--- src/rtl/id_ex_stage_if.sv ---
// id_ex_stage_if: bundle of every handshake, forwarding and result signal
// between decode, the ID/EX stage, and the ALU/MEM side.
//   master : decode / forwarding sources / downstream consumer (drives in_*,
//            fwd_*, flush, out_ready; observes stage outputs)
//   slave  : the id_ex_stage itself
// Handshake: a transfer happens on a rising edge where valid and ready are
// both high; valid never waits on ready, and a held transfer stays bit-stable
// until accepted.
interface id_ex_stage_if #(
  parameter int XLEN  = 32,
  parameter int RADDR = 5
);
  // decode side
  logic             in_valid;
  logic             in_ready;
  logic [RADDR-1:0] in_rs1_addr;
  logic [RADDR-1:0] in_rs2_addr;
  logic [XLEN-1:0]  in_rs1_data;
  logic [XLEN-1:0]  in_rs2_data;
  logic [XLEN-1:0]  in_imm;
  logic             in_use_imm;
  logic             in_uses_rs2;
  logic [2:0]       in_alu_control;
  logic [RADDR-1:0] in_rd;
  logic             in_reg_write;
  logic             in_mem_read;
  logic             in_mem_write;
  logic             flush;
  // forwarding sources
  logic             fwd_ex_valid;
  logic [RADDR-1:0] fwd_ex_rd;
  logic [XLEN-1:0]  fwd_ex_data;
  logic             fwd_ex_is_load;
  logic             fwd_wb_valid;
  logic [RADDR-1:0] fwd_wb_rd;
  logic [XLEN-1:0]  fwd_wb_data;
  // ALU / MEM side
  logic             out_valid;
  logic             out_ready;
  logic [XLEN-1:0]  alu_a;
  logic [XLEN-1:0]  alu_b;
  logic [2:0]       alu_control;
  logic [XLEN-1:0]  out_store_data;
  logic [RADDR-1:0] out_rd;
  logic             out_reg_write;
  logic             out_mem_read;
  logic             out_mem_write;
  logic             hazard_stall;
  logic [15:0]      stall_count;

  modport master (
    output in_valid, in_rs1_addr, in_rs2_addr, in_rs1_data, in_rs2_data,
           in_imm, in_use_imm, in_uses_rs2, in_alu_control, in_rd,
           in_reg_write, in_mem_read, in_mem_write, flush,
           fwd_ex_valid, fwd_ex_rd, fwd_ex_data, fwd_ex_is_load,
           fwd_wb_valid, fwd_wb_rd, fwd_wb_data, out_ready,
    input  in_ready, out_valid, alu_a, alu_b, alu_control, out_store_data,
           out_rd, out_reg_write, out_mem_read, out_mem_write,
           hazard_stall, stall_count
  );

  modport slave (
    input  in_valid, in_rs1_addr, in_rs2_addr, in_rs1_data, in_rs2_data,
           in_imm, in_use_imm, in_uses_rs2, in_alu_control, in_rd,
           in_reg_write, in_mem_read, in_mem_write, flush,
           fwd_ex_valid, fwd_ex_rd, fwd_ex_data, fwd_ex_is_load,
           fwd_wb_valid, fwd_wb_rd, fwd_wb_data, out_ready,
    output in_ready, out_valid, alu_a, alu_b, alu_control, out_store_data,
           out_rd, out_reg_write, out_mem_read, out_mem_write,
           hazard_stall, stall_count
  );
endinterface

--- src/rtl/id_ex_stage.sv ---
// id_ex_stage: one-entry ID/EX pipeline register. Resolves rs1/rs2 by
// forwarding from EX/MEM then MEM/WB, selects ALU operand B, detects
// load-use hazards and presents registered ALU operands plus MEM control.
// Ports:
//   clk        : rising-edge clock
//   rst_n      : asynchronous active-low reset
//   bus        : id_ex_stage_if.slave, all handshake/datapath signals
//   dbg_full_o : FSM state (1 = FULL, 0 = EMPTY)
module id_ex_stage #(
  parameter int XLEN  = 32,
  parameter int RADDR = 5
) (
  input  logic         clk,
  input  logic         rst_n,
  id_ex_stage_if.slave bus,
  output logic         dbg_full_o
);

  typedef enum logic {EMPTY = 1'b0, FULL = 1'b1} state_e;

  state_e           state_q;
  logic [XLEN-1:0]  alu_a_q, alu_b_q, store_data_q;
  logic [2:0]       alu_control_q;
  logic [RADDR-1:0] rd_q;
  logic             reg_write_q, mem_read_q, mem_write_q;
  logic [15:0]      stall_count_q;

  logic             rs1_ex_hit, rs1_wb_hit, rs2_ex_hit, rs2_wb_hit;
  logic [XLEN-1:0]  rs1_fwd, rs2_fwd;
  logic             load_use, in_ready, capture, full;

  assign full = (state_q == FULL);

  // A load in EX has no data yet, so it is never an EX forwarding source;
  // that case is covered by the load-use bubble instead.
  assign rs1_ex_hit = bus.fwd_ex_valid && !bus.fwd_ex_is_load &&
                      (bus.fwd_ex_rd == bus.in_rs1_addr) && (bus.in_rs1_addr != '0);
  assign rs1_wb_hit = bus.fwd_wb_valid &&
                      (bus.fwd_wb_rd == bus.in_rs1_addr) && (bus.in_rs1_addr != '0);
  assign rs2_ex_hit = bus.fwd_ex_valid && !bus.fwd_ex_is_load &&
                      (bus.fwd_ex_rd == bus.in_rs2_addr) && (bus.in_rs2_addr != '0);
  assign rs2_wb_hit = bus.fwd_wb_valid &&
                      (bus.fwd_wb_rd == bus.in_rs2_addr) && (bus.in_rs2_addr != '0);

  assign rs1_fwd = rs1_ex_hit ? bus.fwd_ex_data :
                   rs1_wb_hit ? bus.fwd_wb_data : bus.in_rs1_data;
  assign rs2_fwd = rs2_ex_hit ? bus.fwd_ex_data :
                   rs2_wb_hit ? bus.fwd_wb_data : bus.in_rs2_data;

  // rs2 only counts as a dependency when the instruction actually reads it.
  assign load_use = bus.in_valid && bus.fwd_ex_valid && bus.fwd_ex_is_load &&
                    (bus.fwd_ex_rd != '0) &&
                    ((bus.fwd_ex_rd == bus.in_rs1_addr) ||
                     (bus.in_uses_rs2 && (bus.fwd_ex_rd == bus.in_rs2_addr)));

  assign in_ready = (!full || bus.out_ready) && !load_use && !bus.flush;
  assign capture  = bus.in_valid && in_ready;

  always_ff @(posedge clk or negedge rst_n) begin
    if (!rst_n) begin
      state_q       <= EMPTY;
      alu_a_q       <= '0;
      alu_b_q       <= '0;
      store_data_q  <= '0;
      alu_control_q <= 3'b000;
      rd_q          <= '0;
      reg_write_q   <= 1'b0;
      mem_read_q    <= 1'b0;
      mem_write_q   <= 1'b0;
      stall_count_q <= '0;
    end else begin
      // Counts independently of flush so stall statistics survive redirects.
      if (load_use && (stall_count_q != 16'hFFFF))
        stall_count_q <= stall_count_q + 16'd1;

      if (bus.flush) begin
        state_q <= EMPTY;
      end else if (capture) begin
        state_q       <= FULL;
        alu_a_q       <= rs1_fwd;
        alu_b_q       <= bus.in_use_imm ? bus.in_imm : rs2_fwd;
        store_data_q  <= rs2_fwd;
        alu_control_q <= bus.in_alu_control;
        rd_q          <= bus.in_rd;
        reg_write_q   <= bus.in_reg_write;
        mem_read_q    <= bus.in_mem_read;
        mem_write_q   <= bus.in_mem_write;
      end else if (full && bus.out_ready) begin
        // Drain only; data registers keep their last values.
        state_q <= EMPTY;
      end
    end
  end

  assign bus.in_ready       = in_ready;
  assign bus.hazard_stall   = load_use;
  assign bus.out_valid      = full;
  assign bus.alu_a          = alu_a_q;
  assign bus.alu_b          = alu_b_q;
  assign bus.out_store_data = store_data_q;
  assign bus.alu_control    = alu_control_q;
  assign bus.out_rd         = rd_q;
  assign bus.out_reg_write  = reg_write_q;
  assign bus.out_mem_read   = mem_read_q;
  assign bus.out_mem_write  = mem_write_q;
  assign bus.stall_count    = stall_count_q;
  assign dbg_full_o         = full;

endmodule

--- src/flat_wrapper.sv ---
// flat-port wrapper written by rule: the top's interface ports become plain ports
module id_ex_stage_flat 
#(
  parameter int XLEN  = 32,
  parameter int RADDR = 5
)
  (clk, rst_n, dbg_full_o, bus_in_valid, bus_in_rs1_addr, bus_in_rs2_addr, bus_in_rs1_data, bus_in_rs2_data, bus_in_imm, bus_in_use_imm, bus_in_uses_rs2, bus_in_alu_control, bus_in_rd, bus_in_reg_write, bus_in_mem_read, bus_in_mem_write, bus_flush, bus_fwd_ex_valid, bus_fwd_ex_rd, bus_fwd_ex_data, bus_fwd_ex_is_load, bus_fwd_wb_valid, bus_fwd_wb_rd, bus_fwd_wb_data, bus_out_ready, bus_in_ready, bus_out_valid, bus_alu_a, bus_alu_b, bus_alu_control, bus_out_store_data, bus_out_rd, bus_out_reg_write, bus_out_mem_read, bus_out_mem_write, bus_hazard_stall, bus_stall_count);
  id_ex_stage_if #(.XLEN(XLEN), .RADDR(RADDR)) bus_i ();
  input  logic clk;
  input  logic rst_n;
  output logic dbg_full_o;
  input wire logic [$bits(bus_i.in_valid)-1:0] bus_in_valid;
  input wire logic [$bits(bus_i.in_rs1_addr)-1:0] bus_in_rs1_addr;
  input wire logic [$bits(bus_i.in_rs2_addr)-1:0] bus_in_rs2_addr;
  input wire logic [$bits(bus_i.in_rs1_data)-1:0] bus_in_rs1_data;
  input wire logic [$bits(bus_i.in_rs2_data)-1:0] bus_in_rs2_data;
  input wire logic [$bits(bus_i.in_imm)-1:0] bus_in_imm;
  input wire logic [$bits(bus_i.in_use_imm)-1:0] bus_in_use_imm;
  input wire logic [$bits(bus_i.in_uses_rs2)-1:0] bus_in_uses_rs2;
  input wire logic [$bits(bus_i.in_alu_control)-1:0] bus_in_alu_control;
  input wire logic [$bits(bus_i.in_rd)-1:0] bus_in_rd;
  input wire logic [$bits(bus_i.in_reg_write)-1:0] bus_in_reg_write;
  input wire logic [$bits(bus_i.in_mem_read)-1:0] bus_in_mem_read;
  input wire logic [$bits(bus_i.in_mem_write)-1:0] bus_in_mem_write;
  input wire logic [$bits(bus_i.flush)-1:0] bus_flush;
  input wire logic [$bits(bus_i.fwd_ex_valid)-1:0] bus_fwd_ex_valid;
  input wire logic [$bits(bus_i.fwd_ex_rd)-1:0] bus_fwd_ex_rd;
  input wire logic [$bits(bus_i.fwd_ex_data)-1:0] bus_fwd_ex_data;
  input wire logic [$bits(bus_i.fwd_ex_is_load)-1:0] bus_fwd_ex_is_load;
  input wire logic [$bits(bus_i.fwd_wb_valid)-1:0] bus_fwd_wb_valid;
  input wire logic [$bits(bus_i.fwd_wb_rd)-1:0] bus_fwd_wb_rd;
  input wire logic [$bits(bus_i.fwd_wb_data)-1:0] bus_fwd_wb_data;
  input wire logic [$bits(bus_i.out_ready)-1:0] bus_out_ready;
  output wire logic [$bits(bus_i.in_ready)-1:0] bus_in_ready;
  output wire logic [$bits(bus_i.out_valid)-1:0] bus_out_valid;
  output wire logic [$bits(bus_i.alu_a)-1:0] bus_alu_a;
  output wire logic [$bits(bus_i.alu_b)-1:0] bus_alu_b;
  output wire logic [$bits(bus_i.alu_control)-1:0] bus_alu_control;
  output wire logic [$bits(bus_i.out_store_data)-1:0] bus_out_store_data;
  output wire logic [$bits(bus_i.out_rd)-1:0] bus_out_rd;
  output wire logic [$bits(bus_i.out_reg_write)-1:0] bus_out_reg_write;
  output wire logic [$bits(bus_i.out_mem_read)-1:0] bus_out_mem_read;
  output wire logic [$bits(bus_i.out_mem_write)-1:0] bus_out_mem_write;
  output wire logic [$bits(bus_i.hazard_stall)-1:0] bus_hazard_stall;
  output wire logic [$bits(bus_i.stall_count)-1:0] bus_stall_count;
  assign bus_i.in_valid = bus_in_valid;
  assign bus_i.in_rs1_addr = bus_in_rs1_addr;
  assign bus_i.in_rs2_addr = bus_in_rs2_addr;
  assign bus_i.in_rs1_data = bus_in_rs1_data;
  assign bus_i.in_rs2_data = bus_in_rs2_data;
  assign bus_i.in_imm = bus_in_imm;
  assign bus_i.in_use_imm = bus_in_use_imm;
  assign bus_i.in_uses_rs2 = bus_in_uses_rs2;
  assign bus_i.in_alu_control = bus_in_alu_control;
  assign bus_i.in_rd = bus_in_rd;
  assign bus_i.in_reg_write = bus_in_reg_write;
  assign bus_i.in_mem_read = bus_in_mem_read;
  assign bus_i.in_mem_write = bus_in_mem_write;
  assign bus_i.flush = bus_flush;
  assign bus_i.fwd_ex_valid = bus_fwd_ex_valid;
  assign bus_i.fwd_ex_rd = bus_fwd_ex_rd;
  assign bus_i.fwd_ex_data = bus_fwd_ex_data;
  assign bus_i.fwd_ex_is_load = bus_fwd_ex_is_load;
  assign bus_i.fwd_wb_valid = bus_fwd_wb_valid;
  assign bus_i.fwd_wb_rd = bus_fwd_wb_rd;
  assign bus_i.fwd_wb_data = bus_fwd_wb_data;
  assign bus_i.out_ready = bus_out_ready;
  assign bus_in_ready = bus_i.in_ready;
  assign bus_out_valid = bus_i.out_valid;
  assign bus_alu_a = bus_i.alu_a;
  assign bus_alu_b = bus_i.alu_b;
  assign bus_alu_control = bus_i.alu_control;
  assign bus_out_store_data = bus_i.out_store_data;
  assign bus_out_rd = bus_i.out_rd;
  assign bus_out_reg_write = bus_i.out_reg_write;
  assign bus_out_mem_read = bus_i.out_mem_read;
  assign bus_out_mem_write = bus_i.out_mem_write;
  assign bus_hazard_stall = bus_i.hazard_stall;
  assign bus_stall_count = bus_i.stall_count;
  id_ex_stage #(.XLEN(XLEN), .RADDR(RADDR)) u_core (.clk(clk), .rst_n(rst_n), .bus(bus_i), .dbg_full_o(dbg_full_o));
endmodule
--- config.mk ---
export PLATFORM = sky130hd
export DESIGN_NAME = id_ex_stage_flat
export DESIGN_NICKNAME = d
export VERILOG_FILES = /design/src/rtl/id_ex_stage_if.sv /design/src/rtl/id_ex_stage.sv /design/src/flat_wrapper.sv
export SDC_FILE = /design/constraint.sdc
export NUM_CORES = 1
export LEC_CHECK = 0
export BUFFER_PORTS_ARGS = -buffer_cell sky130_fd_sc_hd__buf_4
export CAP_MARGIN = 25
export CELL_PAD_IN_SITES_DETAIL_PLACEMENT = 0
export CELL_PAD_IN_SITES_GLOBAL_PLACEMENT = 1
export CORE_MARGIN = 2
export CORE_UTILIZATION = 34
export CTS_BUF_LIST = sky130_fd_sc_hd__clkbuf_16
export CTS_CLUSTER_SIZE = 8
export DETAILED_ROUTE_END_ITERATION = 6
export PLACE_DENSITY_LB_ADDON = 0.1
export SETUP_SLACK_MARGIN = 0.02
export SYNTH_ARGS = -nofsm -noshare
export SYNTH_HDL_FRONTEND = slang
export SYNTH_SLANG_ARGS = --single-unit
--- constraint.sdc ---
create_clock -name clk -period 2.2 [get_ports clk]
set_input_delay 0.44 -clock clk [delete_from_list [all_inputs] [get_ports clk]]
set_output_delay 0.44 -clock clk [all_outputs]
set_load 0.01 [all_outputs]
==> results of run 1 <==
## power by group through the flow
| stage | clock network, mW | logic [mW] | registers, mW |
|---|---|---|---|
| final | 2.76 | 2.00 | 2.87 |
| after global routing | 2.92 | 2.17 | 2.92 |
| after CTS | 2.83 | 2.01 | 2.88 |
| after detailed placement | 0 | 2.01 | 2.91 |
| after global placement | 0 | 2.00 | 2.90 |
| after floorplan | 0 | 0.591 | 3.05 |
## per-stage QoR
step / setup TNS [ns] / hold WS (ns) / setup slack, ns / cell area, um2 / util [%]
after floorplan: 0 / 0.144 / 0.0498 / 6730 / -
after global placement: -15.80 / 0.394 / -0.276 / 10100 / 51.7
after detailed placement: -17.00 / 0.392 / -0.285 / 10100 / 51.7
after CTS: 0 / 0.229 / 0.0515 / 10700 / 54.8
after global routing: 0 / 0.231 / 0.0338 / 10700 / 55.0
final: 0 / 0.248 / 0.128 / 10700 / 55.0
## flip-flops by register name, indices dropped and copies added, names as in the netlist
| register | cells |
|---|---|
| u_core.bus.stall_count | 16 |
| u_core.bus.alu_b | 32 |
| u_core.bus.out_store_data | 32 |
| u_core.bus.out_mem_write | 1 |
| u_core.bus.out_valid | 1 |
| u_core.bus.alu_a | 32 |
| u_core.bus.alu_control | 3 |
| u_core.bus.out_reg_write | 1 |
| u_core.bus.out_rd | 5 |
| u_core.bus.out_mem_read | 1 |
## logic make-up (layout without fill, tap and decap cells)
kind of cell    count (synthesis)  after routing  synth area share (%)
xor+xnor                       34             34                  4.42
fa+ha+maj                       1              1                 0.186
mux                            45             45                  7.53
buf+inv                        61            433                  3.98
flops                         124            124                  46.1
simple gates                  219            219                  14.1
compound gates                229            229                  23.7
## cell usage in the layout (no fill, tap or decap), drive strengths merged, types with 2 or more instances in the layout
cell type,instances
and3,3
clkinv,7
xnor2,23
dfrtp,124
and4,2
nor2,69
xor2,11
a311o,32
nor3,4
nand4,7
or3,2
inv,4
clkbuf,17
a31oi,64
bufinv,2
a21oi,33
a21o,33
nand2,106
or4,4
mux2,45
nand3,9
nor4b,2
buf,398
nor4,4
o21ai,32
clkinvlp,4
o2bb2ai,32
## worst max-delay path, cell delays in order
cell and delay (ns):
sky130_fd_sc_hd__buf_4 0.13, sky130_fd_sc_hd__xnor2_1 0.15, sky130_fd_sc_hd__nand4_1 0.15, sky130_fd_sc_hd__buf_4 0.18, sky130_fd_sc_hd__o22ai_4 0.10, sky130_fd_sc_hd__nand2_2 0.10, sky130_fd_sc_hd__inv_2 0.08, sky130_fd_sc_hd__buf_4 0.11
sky130_fd_sc_hd__nor3_1 0.04, sky130_fd_sc_hd__buf_4 0.15
## per-layer routing
| layer | track usage [%] | part of all wire (%) | vias up |
|---|---|---|---|
| met4 | 7.97 | 2.0 | 0 |
| met3 | 6.75 | 8.4 | 38 |
| met1 | 29.9 | 40 | 3362 |
| li1 | - | - | 3343 |
| met5 | 0 | 0 | - |
| met2 | 42.5 | 49 | 285 |
## what timing repair did
action / 4_1_cts / 5_1_grt
buffers inserted: 2 / 0
pin swaps: 0 / 3
gates cloned: 0 / 0
endpoints found under the hold margin: 37 / 0
endpoints found under the setup margin: 2 / 13
hold buffers: 1 / 0
gates resized for setup: 2 / 6
## worst paths after layout
check / slack [ns] / start / cells after the start / endpoint
min in group asynchronous: 0.51 / rst_n / 2 / u_core.bus.alu_a[7]
worst min register to register: 0.49 / u_core.bus.alu_a[14] / 1 / u_core.bus.alu_a[14]
max in group asynchronous: 1.09 / rst_n / 3 / u_core.bus.alu_b[10]
worst min-delay path: 0.25 / bus_in_mem_read / 2 / u_core.bus.out_mem_read
worst max register to register: 0.16 / u_core.bus.out_valid / 8 / u_core.bus.alu_a[15]
worst max-delay path: 0.13 / bus_in_rs1_addr[2] / 10 / bus_in_ready
## layout make-up
cell class	count	area, um2
Multi-Input combinational cell	528	3440
Clock buffer	17	425
Sequential cell	124	3100
Clock inverter	14	149
Timing Repair Buffer	399	3240
Inverter	3	11.3
Tap cell	265	332
Fill cell	1856	8760
==> PnR_summary.wiki, run 1 <==
{| class="wikitable"
! Metric !! Value
|-
| CTS tree || yes
|-
| Post-Layout Cell Count || 1350
|-
| Height of the die || roughly 140 um
|-
| Total net switching power || roughly 2.2 mW
|-
| GP Congestion || 0.801
|-
| Maximum achievable frequency || around 480 MHz
|-
| Via density per instance || between 5 and 6
|-
| CP required || between 1.5 and 2 ns
|-
| Num Clock Sinks || between 100 and 150
|-
| Layout area overhead || 59.0%
|-
| Net count after synthesis || 915
|-
| FFs w/ async S/R, synth || 100%
|-
| P_int || about 5.4 mW
|-
| Number of max-capacitance violations reported || 0
|-
| Clock Latency Late Sink || ~0.42 ns
|-
| Post-synth top area cell || sky130_fd_sc_hd__dfrtp_1
|-
| Worst IR drop on VDD || around 0.00057 V
|-
| Final critical-path share of the clock period || between 90% and 100%
|-
| DR iter-0 viols || roughly 280
|-
| Most common cell in the synthesized netlist || sky130_fd_sc_hd__dfrtp_1
|-
| Wirelength, routed || 26100 um
|-
| Number of cells after detailed placement || between 1k and 1.5k
|-
| Most area-consuming cells after synthesis || sky130_fd_sc_hd__dfrtp_1 46%, sky130_fd_sc_hd__mux2_2 7.5%, sky130_fd_sc_hd__a31oi_1 5.9%, sky130_fd_sc_hd__nand2_1 5.9%, sky130_fd_sc_hd__a311o_1 4.8%
|-
| Static Leakage || ~5.2 nW
|-
| Kind of end point of the critical path || primary output
|-
| Net switching fraction of the power || 28.8%
|-
| Via count of the first global-routing pass || between 7k and 8k
|-
| WS Path Type || in -> out
|-
| Worst-case clock skew || slightly above 0.008 ns
|-
| Final critical path time including I/O delays and setup || between 2 and 2.5 ns
|-
| H-tree depth || 4
|-
| Clock input transition at the sequential cells of the worst setup and hold paths || approximately 0.06 ns
|-
| Total clock buffers created by CTS || 17
|-
| Instance count of the mapped netlist || around 700
|-
| CTS Root Buffer Type || sky130_fd_sc_hd__clkbuf_16
|-
| Power per standard cell area || between 700 and 800 nW/um2
|-
| Data arrival time of the worst path || roughly 1.6 ns
|-
| Synth unique cells || 40
|-
| Floorplan die area || roughly 21000 um2
|-
| Number of buffers between clock root and the deepest sink || 2
|-
| Final Max Slew Viols || 0
|-
| Number of antenna violations at the first check in global routing || 0
|-
| Total of warnings raised by yosys || 0
|-
| Boundary Pins || around 330
|-
| Die Span X || around 140 um
|-
| #FFs+latches synth || 124
|-
| Reg power frac || between 30% and 40%
|-
| Path category of the worst min-delay check || in -> reg
|-
| Total Nets Final || 1275
|-
| First-pass iteration count of the detailed router || 4
|-
| CP startpoint kind || primary input
|-
| Synthesized cell area || 6730 um2
|-
| Relative slew slack || roughly 65%
|-
| Number of inserted diodes || 0
|-
| Worst-Margin Slew || between 0.5 and 0.6 ns
|-
| Grt ovf || 0
|-
| Initial Utilization || around a third
|-
| Per-instance average area after synthesis || 9.44 um2
|-
| Logic gate share of total power || 26.2%
|-
| Leading post-synthesis cells by instance count || 124 x sky130_fd_sc_hd__dfrtp_1, 105 x sky130_fd_sc_hd__nand2_1, 69 x sky130_fd_sc_hd__nor2_1
|-
| Share of the yosys chip area belonging to registers || 46.1%
|-
| Vias || around 7.0k
|-
| Number of rows created at floorplan || 51
|-
| DPL Wire Length || a little under 20000 um
|-
| PortBufs || approximately 330
|-
| Result of the run || completed
|-
| Placeable core region || about 20000 um2
|-
| Count of endpoints failing hold in the final timing report || 0
|-
| Maximum fanout along the worst path || 3
|-
| Unrepaired setup endpoints after global routing || false
|-
| Maximum number of pins on one net before global-route repair || between 40 and 50
|-
| Top-area cell type share of the netlist area || between 40% and 50%
|-
| WL/cell || between 15 and 20 um
|-
| Total global routing track utilization || approximately a quarter
|-
| Count of flip-flops with a built-in enable after synthesis || 0
|-
| Number of remaining DRC errors || 0
|-
| Primary FF master, synth || sky130_fd_sc_hd__dfrtp_1
|-
| Power after layout || between 7 and 8 mW
|-
| First-pass GRT wire length || approximately 39000 um
|-
| Fraction of layout cells with a size suffix above 1 || 44.8%
|-
| Number of nets with antenna violations after routing || 0
|-
| Clock network fraction of total power || 36.2%
|-
| Total setup violations reported at the end of the flow || 0
|}
Power figures use the tool's default switching activity.
==> inputs of run 2 (changes only) <==
--- a/config.mk
+++ b/config.mk
@@ -15,7 +15,8 @@
 export CTS_CLUSTER_SIZE = 8
 export DETAILED_ROUTE_END_ITERATION = 6
 export PLACE_DENSITY_LB_ADDON = 0.1
-export SETUP_SLACK_MARGIN = 0.02
+export SETUP_SLACK_MARGIN = 0.15
+export SLEW_MARGIN = 0
 export SYNTH_ARGS = -nofsm -noshare
 export SYNTH_HDL_FRONTEND = slang
 export SYNTH_SLANG_ARGS = --single-unit
==> PnR_summary.wiki, run 2 (synthesis results as in run 1) <==
{| class="wikitable"
! Metric !! Value
|-
| Result of the run || finished, violations left
|-
| Failing checks || negative hold slack
|-
| Placeable core region || ~20000 um2
|-
| Design Area, Final || ~11000 um2
|-
| Die Span X || 145 um
|-
| Final Max Slew Viols || 0
|-
| Count of endpoints failing hold in the final timing report || 12
|-
| Maximum number of pins on one net before global-route repair || 56
|-
| WL/cell || slightly below 20 um
|-
| Worst-case clock skew || between 0.005 and 0.006 ns
|-
| Relative slew slack || 61.3%
|-
| Dpl cell area || 10100 um2
|-
| CTS Root Buffer Type || sky130_fd_sc_hd__clkbuf_16
|-
| Worst-Margin Slew || roughly 0.58 ns
|-
| Wirelength, routed || between 20000 and 30000 um
|-
| Number of antenna violations at the first check in global routing || 0
|-
| First-pass GRT wire length || about 38000 um
|-
| WS Path Type || in -> out
|-
| Clock input transition at the sequential cells of the worst setup and hold paths || approximately 0.06 ns
|-
| Worst IR drop on VDD || approximately 0.00051 V
|-
| Number of inserted diodes || 0
|-
| Height of the die || ~140 um
|-
| Clock Latency Late Sink || about 0.42 ns
|-
| Number of remaining DRC errors || 0
|-
| Num Clock Sinks || about 120
|-
| Unrepaired setup endpoints after global routing || true
|-
| Final Hold Slack || -0.0271 ns
|-
| CTS tree || yes
|-
| CP startpoint kind || primary input
|-
| Final critical path time including I/O delays and setup || between 2 and 2.5 ns
|-
| Kind of end point of the critical path || primary output
|-
| Total global routing track utilization || 24.2%
|-
| GP Congestion || 0.838
|-
| Via count of the first global-routing pass || around 7.1k
|-
| Number of rows created at floorplan || between 50 and 60
|-
| Commonest cells after routing, fill and taps aside || 383 x sky130_fd_sc_hd__buf_4, 124 x sky130_fd_sc_hd__dfrtp_1, 102 x sky130_fd_sc_hd__nand2_1, 64 x sky130_fd_sc_hd__a31oi_1, 46 x sky130_fd_sc_hd__nor2_1
|-
| Power after layout || roughly 7.6 mW
|-
| Fill cells || around 1.8k
|-
| Fraction of layout cells with a size suffix above 1 || 47.7%
|-
| Cts hold-fix bufs || 0
|-
| CP required || ~1.8 ns
|-
| Total setup violations reported at the end of the flow || 0
|-
| Worst Setup Slack, final || between 0.1 and 0.15 ns
|-
| Floorplan die area || roughly 21000 um2
|-
| Number of max-capacitance violations reported || 0
|-
| Post-Layout Cell Count || between 1k and 1.5k
|-
| DR iter-0 viols || approximately 290
|-
| PortBufs || between 300 and 400
|-
| Number of buffers between clock root and the deepest sink || 2
|-
| Total Nets Final || about 1.3k
|-
| Vias || between 7k and 8k
|-
| DPL Wire Length || around 19000 um
|-
| Boundary Pins || ~330
|-
| Total clock buffers created by CTS || 17
|-
| First-pass iteration count of the detailed router || 5
|-
| Path category of the worst min-delay check || in -> async
|-
| Grt ovf || 0
|-
| Via density per instance || about 5.2
|-
| Static Leakage || approximately 5.3 nW
|-
| Minimum setup slack after placement || -0.231 ns
|-
| Initial Utilization || about 35%
|-
| Number of nets with antenna violations after routing || 0
|-
| H-tree depth || 4
|-
| Power per standard cell area || 694 nW/um2
|-
| Final critical-path share of the clock period || 94.6%
|-
| Maximum fanout along the worst path || 3
|-
| Maximum achievable frequency || a little under 500 MHz
|-
| Layout area overhead || 62.0%
|-
| Data arrival time of the worst path || 1.64 ns
|-
| Number of cells after detailed placement || between 1k and 1.5k
|-
| Most frequent standard cell in the layout excluding fill and tap cells || sky130_fd_sc_hd__buf_4
|}
run 2: changes by cell type in the layout (fill, tap and decap cells not counted), moves of 2 or more:
cell                         before  now
sky130_fd_sc_hd__buf_4          378  383
sky130_fd_sc_hd__buf_6            1    5
sky130_fd_sc_hd__clkbuf_16       17   19
sky130_fd_sc_hd__clkinv_1         0    5
sky130_fd_sc_hd__clkinv_4         4    0
sky130_fd_sc_hd__clkinvlp_4       4    2
sky130_fd_sc_hd__inv_1            2    4
sky130_fd_sc_hd__nand2_1        104  102
sky130_fd_sc_hd__nand2_2          2    4
sky130_fd_sc_hd__nor2_1          69   46
sky130_fd_sc_hd__nor2_2           0   23
sky130_fd_sc_hd__xnor2_1         22   18
sky130_fd_sc_hd__xnor2_2          1    5
run 2: power breakdown:
group | switching (mW) | leakage [nW] | internal, mW
combinational | 0.894 | 3.54 | 1.15
clock | 1.04 | 0.264 | 1.62
sequential | 0.219 | 1.49 | 2.65
run 2: metrics by stage:
step                      setup TNS [ns]  hold WS, ns  util [%]
after floorplan                        0        0.144         -
after global placement            -12.71        0.456      51.9
after detailed placement          -16.38        0.455      51.9
after CTS                              0     0.000302      54.9
after global routing                   0      0.00571      56.0
final                                  0      -0.0271      56.0
run 2: layer usage:
layer  global-route usage [%]  wire length [um]  vias up
li1                         -                 -     3355
met1                     29.8             10500     3402
met2                     40.5             12700      289
met3                     7.21              2240       42
met4                     8.94               689        0
met5                        0                 0        -
run 2: path summary, 6_finish.rpt:
kind                                      start                            end  slack, ns  cells past startpoint
setup / recovery             bus_in_rs1_addr[2]                   bus_in_ready       0.12                     10
hold / removal                            rst_n   u_core.bus.out_store_data[7]      -0.03                      1
setup reg to reg           u_core.bus.out_valid  u_core.bus.out_store_data[20]       0.14                      6
hold reg to reg             u_core.bus.alu_a[2]            u_core.bus.alu_a[2]       0.49                      1
max in group asynchronous                 rst_n  u_core.bus.out_store_data[24]       1.61                      2
min in group clk                   bus_in_rd[4]           u_core.bus.out_rd[4]       0.25                      2
run 2: final cells by class:
type | instances | area, um2 | share of cell area, %
clock buffer | 17 | 425 | 3.90
clock inverter | 13 | 111 | 1.02
inverter | 3 | 11.3 | 0.103
multi-input combinational | 528 | 3530 | 32.4
sequential | 124 | 3100 | 28.5
tap | 265 | 332 | 3.04
timing repair buffer | 410 | 3390 | 31.1
run 2: what timing repair did:
| action | in CTS | in global routing |
|---|---|---|
| gates resized for setup | 7 | 33 |
| cloned | 0 | 2 |
| buffers inserted | 3 | 4 |
| setup endpoints to repair | 2 | 101 |
| pin swaps | 2 | 4 |
run 2: worst max-delay path: stages:
cell                      delay (ns)
sky130_fd_sc_hd__buf_4          0.13
sky130_fd_sc_hd__xnor2_2        0.14
sky130_fd_sc_hd__nand4_1        0.17
sky130_fd_sc_hd__buf_4          0.18
sky130_fd_sc_hd__o22ai_2        0.12
sky130_fd_sc_hd__nand2_2        0.10
sky130_fd_sc_hd__inv_2          0.08
sky130_fd_sc_hd__buf_6          0.10
sky130_fd_sc_hd__nor3_1         0.04
sky130_fd_sc_hd__buf_4          0.14
==> inputs of run 3 (changes only) <==
--- a/config.mk
+++ b/config.mk
@@ -15,6 +15,7 @@
 export CTS_CLUSTER_SIZE = 8
 export DETAILED_ROUTE_END_ITERATION = 6
 export PLACE_DENSITY_LB_ADDON = 0.1
+export REMOVE_ABC_BUFFERS = 1
 export SETUP_SLACK_MARGIN = 0.15
 export SLEW_MARGIN = 0
 export SYNTH_ARGS = -nofsm -noshare
==> PnR_summary.wiki, run 3 (synthesis results as in run 1) <==
{| class="wikitable"
! Metric !! Value
|-
| Reg-to-reg critical path endpoint || u_core.bus.out_rd[2]
|-
| Total clock buffers created by CTS || 17
|-
| CP startpoint kind || primary input
|-
| Commonest cells after routing, fill and taps aside || 371 x sky130_fd_sc_hd__buf_4, 124 x sky130_fd_sc_hd__dfrtp_1, 103 x sky130_fd_sc_hd__nand2_1, 64 x sky130_fd_sc_hd__a31oi_1, 50 x sky130_fd_sc_hd__nor2_1
|-
| Number of rows created at floorplan || between 50 and 60
|-
| Count of endpoints failing hold in the final timing report || 0
|-
| Biggest cell delay along the critical path || roughly 0.58 ns
|-
| P_int || between 5 and 6 mW
|-
| Vias || 7208
|-
| Path category of the worst min-delay check || in -> reg
|-
| Maximum fanout along the worst path || around 50
|-
| Series of cell instances along the critical path || buf_8 > buf_6 > xnor2_2 > nand4_1 > buf_4 > or4b_4 > buf_12 > nor2_1 > a31oi_1 > mux2_2
|-
| H-tree depth || 4
|-
| First-pass iteration count of the detailed router || 4
|-
| Power per standard cell area || 694 nW/um2
|-
| Total Nets Final || ~1.3k
|-
| Result of the run || completed
|-
| Die Span X || 145 um
|-
| Wirelength, routed || around 27000 um
|-
| Final critical path time including I/O delays and setup || roughly 2.1 ns
|-
| Via density per instance || 5.32
|-
| WS Path Type || in -> reg
|-
| Number of nets with antenna violations after routing || 0
|-
| DPL Wire Length || around 18000 um
|-
| Number of remaining DRC errors || 0
|-
| Maximum number of pins on one net before global-route repair || 66
|-
| Slowest cell on crit path || sky130_fd_sc_hd__or4b_4
|-
| Number of inserted diodes || 0
|-
| Data arrival time of the worst path || around 2.4 ns
|-
| Clock input transition at the sequential cells of the worst setup and hold paths || roughly 0.06 ns
|-
| Power after layout || between 7 and 8 mW
|-
| Dpl cell area || between 9000 and 10000 um2
|-
| Total net switching power || around 2.2 mW
|-
| Worst-Margin Slew || between 0.7 and 0.8 ns
|-
| CTS Root Buffer Type || sky130_fd_sc_hd__clkbuf_16
|-
| Worst-case clock skew || around 0.0079 ns
|-
| Static Leakage || 5.26 nW
|-
| Launching instance or port of the critical path || bus_in_rs2_addr[3]
|-
| Grt ovf || 0
|-
| Fill cells || between 1.5k and 2k
|-
| GP Congestion || approximately 0.88
|-
| Relative slew slack || 48.7%
|-
| DR iter-0 viols || 375
|-
| Placeable core region || around 19000 um2
|-
| Floorplan die area || approximately 21000 um2
|-
| Num Clock Sinks || about 120
|-
| Worst Setup EP || u_core.bus.out_store_data[10]
|-
| Net switching fraction of the power || between 20 and 30%
|-
| Clock Latency Late Sink || between 0.4 and 0.5 ns
|-
| Worst IR drop on VDD || about 0.00053 V
|-
| Design Area, Final || 10900 um2
|-
| Logic gate share of total power || approximately 27%
|-
| Via count of the first global-routing pass || about 7k
|-
| R2R setup slack || 0.18 ns
|-
| Initial Utilization || 34.6%
|-
| PortBufs || 327
|-
| Boundary Pins || roughly 330
|-
| Layout area overhead || 61.9%
|-
| Depth of the worst register-to-register path || 6
|-
| Number of buffers between clock root and the deepest sink || 2
|-
| Reg power frac || between 30% and 40%
|-
| Number of antenna violations at the first check in global routing || 1
|-
| Final critical-path share of the clock period || just under 100%
|-
| Share of the core filled with cells || 56.0%
|-
| Worst flop-to-flop path startpoint || u_core.bus.out_valid
|-
| Number of max-capacitance violations reported || 0
|-
| Clock network fraction of total power || approximately a third
|-
| Maximum achievable frequency || between 400 and 500 MHz
|-
| CTS tree || yes
|-
| Most frequent standard cell in the layout excluding fill and tap cells || sky130_fd_sc_hd__buf_4
|-
| Total setup violations reported at the end of the flow || 0
|-
| Total global routing track utilization || about a quarter
|-
| Unrepaired setup endpoints after global routing || true
|-
| Final Max Slew Viols || 0
|-
| WL/cell || 20.0 um
|-
| Height of the die || about 140 um
|-
| Fraction of layout cells with a size suffix above 1 || a little under half
|-
| First-pass GRT wire length || around 39000 um
|-
| Kind of end point of the critical path || flop
|-
| CP required || ~2.5 ns
|}
## run 3: what timing repair did
action	CTS	global route
resized for setup	17	39
pin swaps	5	5
setup endpoints to repair	48	107
hold endpoints to repair	14	0
buffers inserted	6	5
hold buffers	1	0
gates cloned	0	7
## run 3: through the flow
stage	TNS, ns	setup slack [ns]	hold WS [ns]	std cells
6_report	0	0.0638	0.251	1356
5_1_grt	-0.00241	-0.00241	0.235	1356
4_1_cts	0	0.0854	0.231	1344
3_5_place_dp	-29.68	-0.336	0.326	1305
3_3_place_gp	-25.78	-0.303	0.329	1305
2_1_floorplan	-475.09	-4.53	0.144	655
## run 3: critical path: cells and delay by family
kind	cells	cell delay (ns)
simple gates	3	0.91
buf+inv	4	0.59
mux	1	0.27
xor+xnor	1	0.13
compound gates	1	0.07
## run 3: worst min path at each step
stage,startpoint,endpoint,slack [ns],depth (start not counted)
detailed placement,rst_n,u_core.bus.alu_b[9],0.33,1
floorplan,rst_n,u_core.bus.alu_a[0],0.14,0
CTS,bus_in_rd[1],u_core.bus.out_rd[1],0.23,2
global route,bus_in_alu_control[2],u_core.bus.alu_control[2],0.24,2
global placement,rst_n,u_core.bus.out_store_data[9],0.33,1
finish,bus_in_rd[1],u_core.bus.out_rd[1],0.25,2
## run 3: area by class of cell
type	count	area, um2	share of cell area [%]
multi-input combinational	528	3530	32.4
timing repair buffer	404	3370	30.9
sequential	124	3100	28.5
clock buffer	17	425	3.90
tap	265	332	3.04
clock inverter	15	125	1.15
inverter	3	13.8	0.126
## run 3: layer usage
metal  routed length (um)  GRT usage [%]  up-vias  part of all wire [%]
li1                     -              -     3359                     -
met3                 2070           6.94       41                   7.6
met1                11000           30.2     3528                    41
met5                   16              0        -                 0.059
met2                13400           40.7      278                    49
met4                  644           9.20        2                   2.4
## run 3: power by group through the flow
stage | logic (mW) | registers, mW | clock network (mW)
after detailed placement | 1.96 | 2.90 | 0
final | 2.04 | 2.86 | 2.66
after floorplan | 0.589 | 3.05 | 0
after global routing | 2.22 | 2.92 | 2.82
after global placement | 1.96 | 2.89 | 0
after CTS | 1.98 | 2.87 | 2.72
